[config.mk]
export PLATFORM = sky130hd
export DESIGN_NAME = dcache_mem_fill_unit
export DESIGN_NICKNAME = d
export VERILOG_FILES = /design/src/rtl/dcache_fill_pkg.sv /design/src/rtl/fill_line_assembler.sv /design/src/rtl/dcache_mem_fill_unit.sv
export SDC_FILE = /design/constraint.sdc
export NUM_CORES = 1
export LEC_CHECK = 0
export ABC_AREA = 1
export BUFFER_PORTS_ARGS = -buffer_cell sky130_fd_sc_hd__buf_2
export CAP_MARGIN = 0
export CORE_MARGIN = 2
export CORE_UTILIZATION = 40
export DETAILED_ROUTE_END_ITERATION = 8
export SYNTH_ARGS = -nofsm -noshare
export SYNTH_HDL_FRONTEND = slang
export SYNTH_SLANG_ARGS = --single-unit
[constraint.sdc]
create_clock -name clk -period 12.6 [get_ports clk]
set_clock_uncertainty 0.15 [all_clocks]
set_input_delay 1.26 -clock clk [delete_from_list [all_inputs] [get_ports clk]]
set_output_delay 1.26 -clock clk [all_outputs]
set_load 0.02 [all_outputs]
[src/rtl/dcache_fill_pkg.sv]
// ---------------------------------------------------------------------------
// dcache_fill_pkg : shared types and constants for the D-cache fill unit
// Rev 1.0
// ---------------------------------------------------------------------------
`default_nettype none

package dcache_fill_pkg;

   localparam int LINE_WORDS      = 4;
   localparam int WORD_OFF_BITS   = 2;
   localparam int CACHE_TYPE_BITS = 3;

   // Word access code, matching the byte/half/word ordering of the cache type field
   localparam logic [CACHE_TYPE_BITS-1:0] CACHE_WORD = 3'd2;

   typedef enum logic [1:0] {
      ST_IDLE     = 2'd0,
      ST_WR_DRAIN = 2'd1,
      ST_RD_BEAT  = 2'd2,
      ST_RD_DONE  = 2'd3
   } fill_state_t;

endpackage

`default_nettype wire

[src/rtl/fill_line_assembler.sv]
// ---------------------------------------------------------------------------
// fill_line_assembler : refill line register written one word slot at a time
// Rev 1.0
// ---------------------------------------------------------------------------
`default_nettype none

module fill_line_assembler #(
   parameter int LINE_WORDS = 4,
   parameter int WORD_BITS  = 32,
   parameter int SLOT_BITS  = 2
) (
   input  logic                            clk,
   input  logic                            rst,
   input  logic                            i_we,
   input  logic [SLOT_BITS-1:0]            i_slot,
   input  logic [WORD_BITS-1:0]            i_wdata,
   output logic [LINE_WORDS*WORD_BITS-1:0] o_line
);

   logic [WORD_BITS-1:0] r_word [LINE_WORDS];

   for (genvar i = 0; i < LINE_WORDS; i++) begin : g_slot
      always_ff @(posedge clk or posedge rst) begin
         if (rst) begin
            r_word[i] <= '0;
         end else if (i_we && (i_slot == SLOT_BITS'(i))) begin
            r_word[i] <= i_wdata;
         end
      end

      assign o_line[i*WORD_BITS +: WORD_BITS] = r_word[i];
   end

endmodule

`default_nettype wire

[src/rtl/dcache_mem_fill_unit.sv]
// ---------------------------------------------------------------------------
// dcache_mem_fill_unit : critical-word-first line refill and 1-entry posted write buffer
// Rev 1.0
// ---------------------------------------------------------------------------
`default_nettype none

module dcache_mem_fill_unit #(
   parameter int ADDR_BITS  = 32,
   parameter int LINE_WORDS = dcache_fill_pkg::LINE_WORDS
) (
   input  logic                                        clk,
   input  logic                                        rst,
   input  logic                                        req_valid,
   input  logic                                        req_write,
   input  logic [ADDR_BITS-1:0]                        req_addr,
   input  logic [31:0]                                 req_wdata,
   input  logic [dcache_fill_pkg::CACHE_TYPE_BITS-1:0] req_type,
   output logic                                        req_wait,
   output logic [32*LINE_WORDS-1:0]                    line_out,
   output logic                                        line_valid,
   output logic                                        mem_req,
   output logic                                        mem_write,
   output logic [ADDR_BITS-1:0]                        mem_addr,
   output logic [31:0]                                 mem_wdata,
   output logic [dcache_fill_pkg::CACHE_TYPE_BITS-1:0] mem_type,
   input  logic                                        mem_wait,
   input  logic [31:0]                                 mem_rdata
);

   import dcache_fill_pkg::*;

   localparam int BASE_BITS = ADDR_BITS - WORD_OFF_BITS - 2;

   fill_state_t                r_state;
   fill_state_t                w_next;
   logic                       r_wbuf_full;
   logic [ADDR_BITS-1:0]       r_wb_addr;
   logic [31:0]                r_wb_data;
   logic [CACHE_TYPE_BITS-1:0] r_wb_type;
   logic [BASE_BITS-1:0]       r_base;
   logic [WORD_OFF_BITS-1:0]   r_start;
   logic [WORD_OFF_BITS-1:0]   r_beat_cnt;

   logic                       w_wr_accept;
   logic                       w_rd_accept;
   logic                       w_beat_done;
   logic                       w_drain_done;
   logic [WORD_OFF_BITS-1:0]   w_slot;

   assign w_wr_accept  = (r_state == ST_IDLE) & req_valid &  req_write & ~r_wbuf_full;
   assign w_rd_accept  = (r_state == ST_IDLE) & req_valid & ~req_write & ~r_wbuf_full;
   assign w_beat_done  = (r_state == ST_RD_BEAT)  & ~mem_wait;
   assign w_drain_done = (r_state == ST_WR_DRAIN) & ~mem_wait;
   // Offset arithmetic wraps naturally in WORD_OFF_BITS, giving critical-word-first order
   assign w_slot       = r_start + r_beat_cnt;

   assign req_wait = req_valid & ~(w_wr_accept | line_valid);

   always_comb begin
      w_next     = r_state;
      mem_req    = 1'b0;
      mem_write  = 1'b0;
      mem_addr   = '0;
      mem_wdata  = '0;
      mem_type   = '0;
      line_valid = 1'b0;
      case (r_state)
         ST_IDLE: begin
            // A buffered write drains before any new request, preserving read-after-write order
            if (r_wbuf_full)      w_next = ST_WR_DRAIN;
            else if (w_rd_accept) w_next = ST_RD_BEAT;
         end
         ST_WR_DRAIN: begin
            mem_req   = 1'b1;
            mem_write = 1'b1;
            mem_addr  = r_wb_addr;
            mem_wdata = r_wb_data;
            mem_type  = r_wb_type;
            if (!mem_wait) w_next = ST_IDLE;
         end
         ST_RD_BEAT: begin
            mem_req  = 1'b1;
            mem_addr = {r_base, w_slot, 2'b00};
            mem_type = CACHE_WORD;
            if (!mem_wait && (r_beat_cnt == WORD_OFF_BITS'(LINE_WORDS - 1))) w_next = ST_RD_DONE;
         end
         ST_RD_DONE: begin
            line_valid = 1'b1;
            w_next     = ST_IDLE;
         end
         default: w_next = ST_IDLE;
      endcase
   end

   always_ff @(posedge clk or posedge rst) begin
      if (rst) begin
         r_state     <= ST_IDLE;
         r_wbuf_full <= 1'b0;
         r_wb_addr   <= '0;
         r_wb_data   <= '0;
         r_wb_type   <= '0;
         r_base      <= '0;
         r_start     <= '0;
         r_beat_cnt  <= '0;
      end else begin
         r_state <= w_next;

         if (w_wr_accept) begin
            r_wbuf_full <= 1'b1;
            r_wb_addr   <= req_addr;
            r_wb_data   <= req_wdata;
            r_wb_type   <= req_type;
         end else if (w_drain_done) begin
            r_wbuf_full <= 1'b0;
         end

         if (w_rd_accept) begin
            r_base     <= req_addr[ADDR_BITS-1:WORD_OFF_BITS+2];
            r_start    <= req_addr[WORD_OFF_BITS+1:2];
            r_beat_cnt <= '0;
         end else if (w_beat_done) begin
            r_beat_cnt <= r_beat_cnt + 1'b1;
         end
      end
   end

   fill_line_assembler #(
      .LINE_WORDS (LINE_WORDS),
      .WORD_BITS  (32),
      .SLOT_BITS  (WORD_OFF_BITS)
   ) u_line (
      .clk     (clk),
      .rst     (rst),
      .i_we    (w_beat_done),
      .i_slot  (w_slot),
      .i_wdata (mem_rdata),
      .o_line  (line_out)
   );

endmodule

`default_nettype wire

==> parameters.txt, run 1 <==
Parameter                              Value

Run status
  Result of the run    complete, no violations

Place
  Input/output buffers    302
  Cell count after placement    1737
  Post-detailed-placement half-perimeter wirelength    18.2 mm
  Routability-driven placement congestion ratio    0.787
  Dpl cell area    11500 um^2

Synthesis
  Area share of the leading cell type in the synthesized netlist    0.581
  Post-synth top cells    540 x sky130_fd_sc_hd__nand2_1, 230 x sky130_fd_sc_hd__dfrtp_1, 77 x sky130_fd_sc_hd__inv_1
  Number of synthesized register bits    230
  Sequential share of the synthesized area    0.581
  Post-synth ARST share    1.00
  Post-synthesis cell area    9910 um^2
  Top area cells in the synthesized netlist    sky130_fd_sc_hd__dfrtp_1 58%, sky130_fd_sc_hd__nand2_1 20%, sky130_fd_sc_hd__nand4_1 4.0%
  EDFF count, synth    0
  Cell count after synthesis    1179
  Cell with the most instances after synthesis    sky130_fd_sc_hd__nand2_1
  Mean cell area of the mapped netlist    8.41 um^2
  Count of warnings emitted by yosys    0
  Synth Net Count    1289
  Distinct cell type count after synthesis    23
  Primary FF master, synth    sky130_fd_sc_hd__dfrtp_1
  Post-synthesis cell type with the largest combined area    sky130_fd_sc_hd__dfrtp_1

Clock tree
  Clock tree from TritonCTS    done
  CTS Root Cell    sky130_fd_sc_hd__clkbuf_16
  Clock tree sinks    230
  Number of buffers created by CTS    25
  Number of buffers inserted by post-CTS setup repair    0
  Post-CTS resize count    0
  Total of hold buffers inserted after clock tree synthesis    0
  H-tree levels    1
  Clk pin slew, worst setup/hold paths    0.06 ns
  Buffers from clock root to sink, at most    3
  Clock insertion delay at the later pin of the skew report    0.52 ns

Pwr
  Share of total power consumed by net switching    0.438
  Proportion of power drawn by flip-flops and latches    0.371
  Maximum resistive drop on vdd    117 uV
  Total power divided by cell area    276 nW/um^2
  Reported leakage power    7.20 nW
  Tot Pwr    0.00340 W
  Share of total power in combinational logic    0.420
  Net switching power    0.00149 W
  Internal Pwr Total    0.00191 W
  Power share of the clock group    0.210

Floorplanning
  Chip height    161 um
  Initial core utilization    0.407
  Boundary pin count    303
  Standard-cell rows    57
  Die extent in x    161 um
  Area of the core    24300 um^2
  Die area    26000 um^2

Detailed routing
  DRT antenna net count    0
  Average vias per placed instance    4.88
  Length of the first detailed-routing pass in iterations    5
  Initial DRC count    727
  Average wire length per cell after detail routing    16.1 um
  DR vias    8692
  Post-Route WL    28.7 mm
  Residual DRC count    0

Worst setup path
  Launching element of the worst setup path    r_state[1]
  Flop2flop setup slack    9.32 ns
  Setup crit start kind    register
  Beginning of the worst register-to-register path    r_state[0]
  CP arrival    2.67 ns
  Worst Path Required    11.19 ns
  Peak fanout along the critical path    44
  Worst Setup Path Type    register to output port
  Kind of end point of the critical path    output port

STA
  Highest attainable clock frequency    245 MHz
  Count of endpoints failing hold in the final timing report    0
  Post-layout min period    4.08 ns
  Final number of setup-violating endpoints    0
  Period utilization    0.323
  Worst slew slack as a fraction of its limit    0.267
  Pins Over Slew Limit    0
  Post-route setup TNS    0 ns
  RSZ-0062 raised after global routing    false
  Transition time of the tightest slew-check pin    1.10 ns

Finish
  Layout filler cell count    2377
  Area growth from synthesis to layout    24.3%
  Final standard cell area without fillers    12300 um^2
  Post-layout nets    1550
  Layout cell share with drive strength beyond 1    0.255
  Number of cells in the finished layout apart from fillers    1781
  Sequential cell area    5760 um^2
  Area of combinational cells with multiple inputs    3440 um^2

Global routing
  Global-route wire length before repair    45.7 mm
  Largest net degree at the start of global routing    107
  Total congestion overflow    0
  Initial antenna violation count    5
  Total global routing track utilization    0.217
  Via count of the first global-routing pass    8194

Run
  Number of max-cap violations    0

Worst hold path
  Critical hold path startpoint    u_line.o_line[54]
  Class of the tightest hold or removal check    register to register
[worst paths after layout]
check / endpoint / depth (start not counted)
hold / removal: u_line.o_line[54] / 2
setup reg to reg: u_line.o_line[126] / 10
max in group asynchronous: u_line.o_line[109] / 3
hold reg to reg: u_line.o_line[54] / 2
setup / recovery: mem_addr[11] / 6
min in group asynchronous: r_base[12] / 2
[registers in the layout (all words and copies together) (netlist names)]
register / flops
r_state: 2
r_wb_addr: 32
u_line.o_line: 128
r_base: 28
r_wb_data: 32
r_wb_type: 3
r_start: 2
r_beat_cnt: 2
r_wbuf_full: 1
[cell usage in the layout (no fill, tap or decap), types with 2 or more instances in the layout]
master                      count
sky130_fd_sc_hd__nand3_2        2
sky130_fd_sc_hd__nand2_1      540
sky130_fd_sc_hd__clkbuf_1       2
sky130_fd_sc_hd__inv_2          3
sky130_fd_sc_hd__nand4_1       64
sky130_fd_sc_hd__nand2_2        3
sky130_fd_sc_hd__clkbuf_8       6
sky130_fd_sc_hd__dfrtp_1      230
sky130_fd_sc_hd__buf_2        302
sky130_fd_sc_hd__nor2_4         3
sky130_fd_sc_hd__buf_4         14
sky130_fd_sc_hd__nand3_1       69
sky130_fd_sc_hd__o21ai_0       63
sky130_fd_sc_hd__clkbuf_16     25
sky130_fd_sc_hd__a21oi_1       32
sky130_fd_sc_hd__ha_1           5
sky130_fd_sc_hd__clkinv_2       9
sky130_fd_sc_hd__inv_1         76
[cells by family (layout without fill, tap and decap cells)]
| group | after synthesis | in the layout | share of synthesized area |
|---|---|---|---|
| AOI/OAI and AO/OA | 97 | 97 | 0.0494 |
| xor gates and xnor gates | 1 | 1 | 0.000884 |
| adders and majority gates | 6 | 6 | 0.00758 |
| buffers and inverters | 162 | 439 | 0.0730 |
| DFF | 230 | 230 | 0.581 |
| other | 0 | 1 | 0 |
| and+or+nand+nor | 683 | 683 | 0.288 |
[cell type report]
| type | count | area share |
|---|---|---|
| antenna | 1 | 0.000203 |
| sequential | 230 | 0.467 |
| tap | 324 | 0.0329 |
| timing repair buffer | 316 | 0.131 |
| inverter | 80 | 0.0250 |
| multi-input combinational | 787 | 0.279 |
| clock buffer | 33 | 0.0581 |
| clock inverter | 10 | 0.00609 |
[routing by layer]
layer,share of wire,wire (um),global-route usage
met5,0.0014,41,0
met2,0.44,12700,0.322
met1,0.45,13000,0.316
met4,0.024,702,0.0633
met3,0.080,2300,0.0537
[power groups by stage]
stage / Combinational, W / Clock, W / Sequential (W)
floorplan: 0.000749 / 0 / 0.00147
global placement: 0.00143 / 0 / 0.00126
detailed placement: 0.00145 / 0 / 0.00126
CTS: 0.00145 / 0.000732 / 0.00126
global route: 0.00158 / 0.000766 / 0.00130
finish: 0.00143 / 0.000713 / 0.00126
[worst max-delay path, cell delays in order, from the launching register on]
cell	delay, ns
sky130_fd_sc_hd__dfrtp_1	0.41
sky130_fd_sc_hd__inv_1	0.10
sky130_fd_sc_hd__ha_2	0.53
sky130_fd_sc_hd__buf_4	0.52
sky130_fd_sc_hd__nand2_1	0.11
sky130_fd_sc_hd__a21oi_1	0.24
sky130_fd_sc_hd__buf_2	0.22
[through the flow]
| step | utilization | worst slack (ns) | hold slack (ns) |
|---|---|---|---|
| 5_1_grt | 0.507 | 8.33 | 0.336 |
| 6_report | 0.507 | 8.52 | 0.314 |
| 4_1_cts | 0.507 | 8.50 | 0.319 |
| 2_1_floorplan | - | 4.89 | 0.299 |
| 3_5_place_dp | 0.474 | 8.94 | 0.303 |
| 3_3_place_gp | 0.474 | 8.94 | 0.298 |
Note: power is estimated with default switching activity, not from simulation.
==> run 2: changes to the inputs <==
==> constraint.sdc (replaced) <==
create_clock -name clk -period 4.1 [get_ports clk]
set_clock_uncertainty 0.15 [all_clocks]
set_input_delay 0.41 -clock clk [delete_from_list [all_inputs] [get_ports clk]]
set_output_delay 0.41 -clock clk [all_outputs]
set_load 0.02 [all_outputs]
==> run 2 against run 1 <==
  * Register-to-register slack worse by 8.0 ns
  * Non-clock buffer count is 54 higher
  * Global-route usage rose by 0.076 points
  * Critical path type unchanged
  * Critical path depth unchanged
  * Die area unchanged
  * Utilization is 2.4 points higher
  * Setup slack lost 7.6 ns
  * Count of clock-buffer cells in the layout is 2 higher
==> parameters.txt, run 2 (synthesized netlist as in run 1, its figures left out) <==
Parameter                              Value

Global routing
  Total global routing track utilization    0.218 (+0.000764)
  Initial antenna violation count    4 (-1)
  GRT met1 Usage    0.301 (-0.0146)
  Largest net degree at the start of global routing    86 (-20%)
  Peak-usage layer in the global routing report    met2
  Met3 track demand over resource in global routing    0.0478 (-0.00591)
  Global-route wire length before repair    46.2 mm (+1.1%)
  Total congestion overflow    0 (unchanged)
  Via count of the first global-routing pass    8576 (+4.7%)
  GR met2 Demand/Resource    0.349 (+0.0274)

Worst setup path
  Cell at the slowest stage of the critical path    sky130_fd_sc_hd__ha_2
  Delay of the slowest cell on the worst path    0.74 ns (+0.21 ns)
  Flop2flop setup slack    1.33 ns (-7.99 ns)
  Cell mode on critical path    sky130_fd_sc_hd__inv_1
  Worst Setup Path Type    register to output port
  Worst Path Required    3.54 ns (-7.65 ns)
  Sequence of cells on the critical path    inv_1, ha_2, buf_4, nand2_1, inv_1, buf_2
  Peak fanout along the critical path    37 (-16%)
  CP arrival    2.60 ns (-0.07 ns)
  Kind of end point of the critical path    output port
  Setup crit start kind    register

Pwr
  Maximum resistive drop on vdd    390 uV (+230%)
  Tot Pwr    0.0105 W (+210%)
  Reported leakage power    7.43 nW (+3.2%)
  Total power divided by cell area    817 nW/um^2 (+200%)

Finish
  Layout filler cell count    2296 (-3.4%)
  Most used cells in the layout excluding fill and tap cells    540 x sky130_fd_sc_hd__nand2_1, 302 x sky130_fd_sc_hd__buf_2, 230 x sky130_fd_sc_hd__dfrtp_1
  Max reg flops    128 (unchanged)
  Most common cell after layout, fill and taps aside    sky130_fd_sc_hd__nand2_1
  Area of combinational cells with multiple inputs    3440 um^2 (unchanged)
  Post-layout nets    1605 (+3.5%)
  Final standard cell utilization of the core    0.531 (+0.0242)
  Number of cells in the finished layout apart from fillers    1835 (+3.0%)
  Area growth from synthesis to layout    30.3%
  Layout cell share with drive strength beyond 1    0.245 (-0.0101)
  Sequential cell area    5760 um^2 (unchanged)

Floorplanning
  Chip height    161 um (unchanged)
  Boundary pin count    303 (unchanged)
  Standard-cell rows    57 (unchanged)
  Die area    26000 um^2 (unchanged)
  Die extent in x    161 um (unchanged)
  Area of the core    24300 um^2 (unchanged)
  Initial core utilization    0.407 (unchanged)

Clock tree
  Clock tree from TritonCTS    done
  Clock tree sinks    230 (unchanged)
  CTS Root Cell    sky130_fd_sc_hd__clkbuf_16
  H-tree levels    1 (unchanged)
  Clk pin slew, worst setup/hold paths    0.06 ns (about the same)
  Clock insertion delay at the later pin of the skew report    0.51 ns (about the same)
  Number of buffers created by CTS    26 (+4.0%)
  Post-CTS resize count    0 (unchanged)
  Buffers from clock root to sink, at most    3 (unchanged)

Detailed routing
  Post-Route WL    28.7 mm (-0.14%)
  DRT antenna net count    0 (unchanged)
  Average vias per placed instance    4.83 (-1.1%)
  Length of the first detailed-routing pass in iterations    8 (+3)
  Average wire length per cell after detail routing    15.6 um (-3.1%)
  DR vias    8856 (+1.9%)
  Residual DRC count    0 (unchanged)
  Initial DRC count    749 (+3.0%)

STA
  Highest attainable clock frequency    317 MHz
  Transition time of the tightest slew-check pin    1.10 ns (+0.00531 ns)
  Post-layout min period    3.16 ns
  Post-route setup TNS    0 ns (unchanged)
  Count of endpoints failing hold in the final timing report    0 (unchanged)
  Final WS setup    0.942 ns (-7.58 ns)
  Final number of setup-violating endpoints    0 (unchanged)
  Worst slew slack as a fraction of its limit    0.264 (-0.00355)
  RSZ-0062 raised after global routing    false
  Pins Over Slew Limit    0 (unchanged)
  Period utilization    0.770

Run
  Number of max-cap violations    0 (unchanged)

Place
  Post-detailed-placement half-perimeter wirelength    18.8 mm (+3.3%)
  Routability-driven placement congestion ratio    0.836 (+6.3%)
  Cell count after placement    1740 (+0.17%)
  Input/output buffers    302 (unchanged)
  Setup slack after placement    1.29 ns (-7.65 ns)

Worst hold path
  Class of the tightest hold or removal check    input port to register

Run status
  Result of the run    complete, no violations
## run 2: timing repair
action | in CTS | in global routing
hold buffers | 51 | 0
endpoints found under the hold margin | 217 | 0
setup buffers | 0 | 0
## run 2: layout make-up
class,count,area share
sequential,230,0.446
multi-input combinational,787,0.267
timing repair buffer,370,0.168
clock buffer,35,0.0570
tap,324,0.0314
inverter,80,0.0236
clock inverter,6,0.00649
antenna,3,0.000582
## run 2: per-layer routing
| metal | wire length [um] | share of wire |
|---|---|---|
| met2 | 13300 | 0.46 |
| met4 | 536 | 0.019 |
| met5 | 13 | 0.00045 |
| met3 | 1960 | 0.068 |
| met1 | 12900 | 0.45 |
## run 2: report_power, final
group	internal (W)	leakage, nW	switching [W]
clock network	0.00137	0.404	0.000886
registers	0.00331	2.92	0.000581
logic	0.00133	4.11	0.00307
## run 2: metrics by stage
step,hold WS [ns],instance area [um^2]
after detailed placement,0.303,11600
after CTS,0.00201,12900
after floorplan,0.299,9910
after global placement,0.298,11600
final,0.0212,12900
after global routing,0.00237,12900
## run 2: path summary, 6_finish.rpt
kind | startpoint | endpoint | cells after the start
hold reg to reg | u_line.o_line[30] | u_line.o_line[30] | 2
hold / removal | req_addr[18] | r_wb_addr[18] | 3
setup reg to reg | r_beat_cnt[0] | u_line.o_line[44] | 8
max in group asynchronous | rst | r_wb_addr[0] | 4
setup / recovery | r_state[1] | mem_addr[0] | 6
min in group asynchronous | rst | u_line.o_line[16] | 4
## run 2: critical path: cells and delay by family, from the launching register on
family | cells | cell delay (ns)
flip-flops | 1 | 0.41
AND/OR/NAND/NOR | 1 | 0.11
buffers and inverters | 4 | 0.83
adder cells (fa/ha/maj) | 1 | 0.74
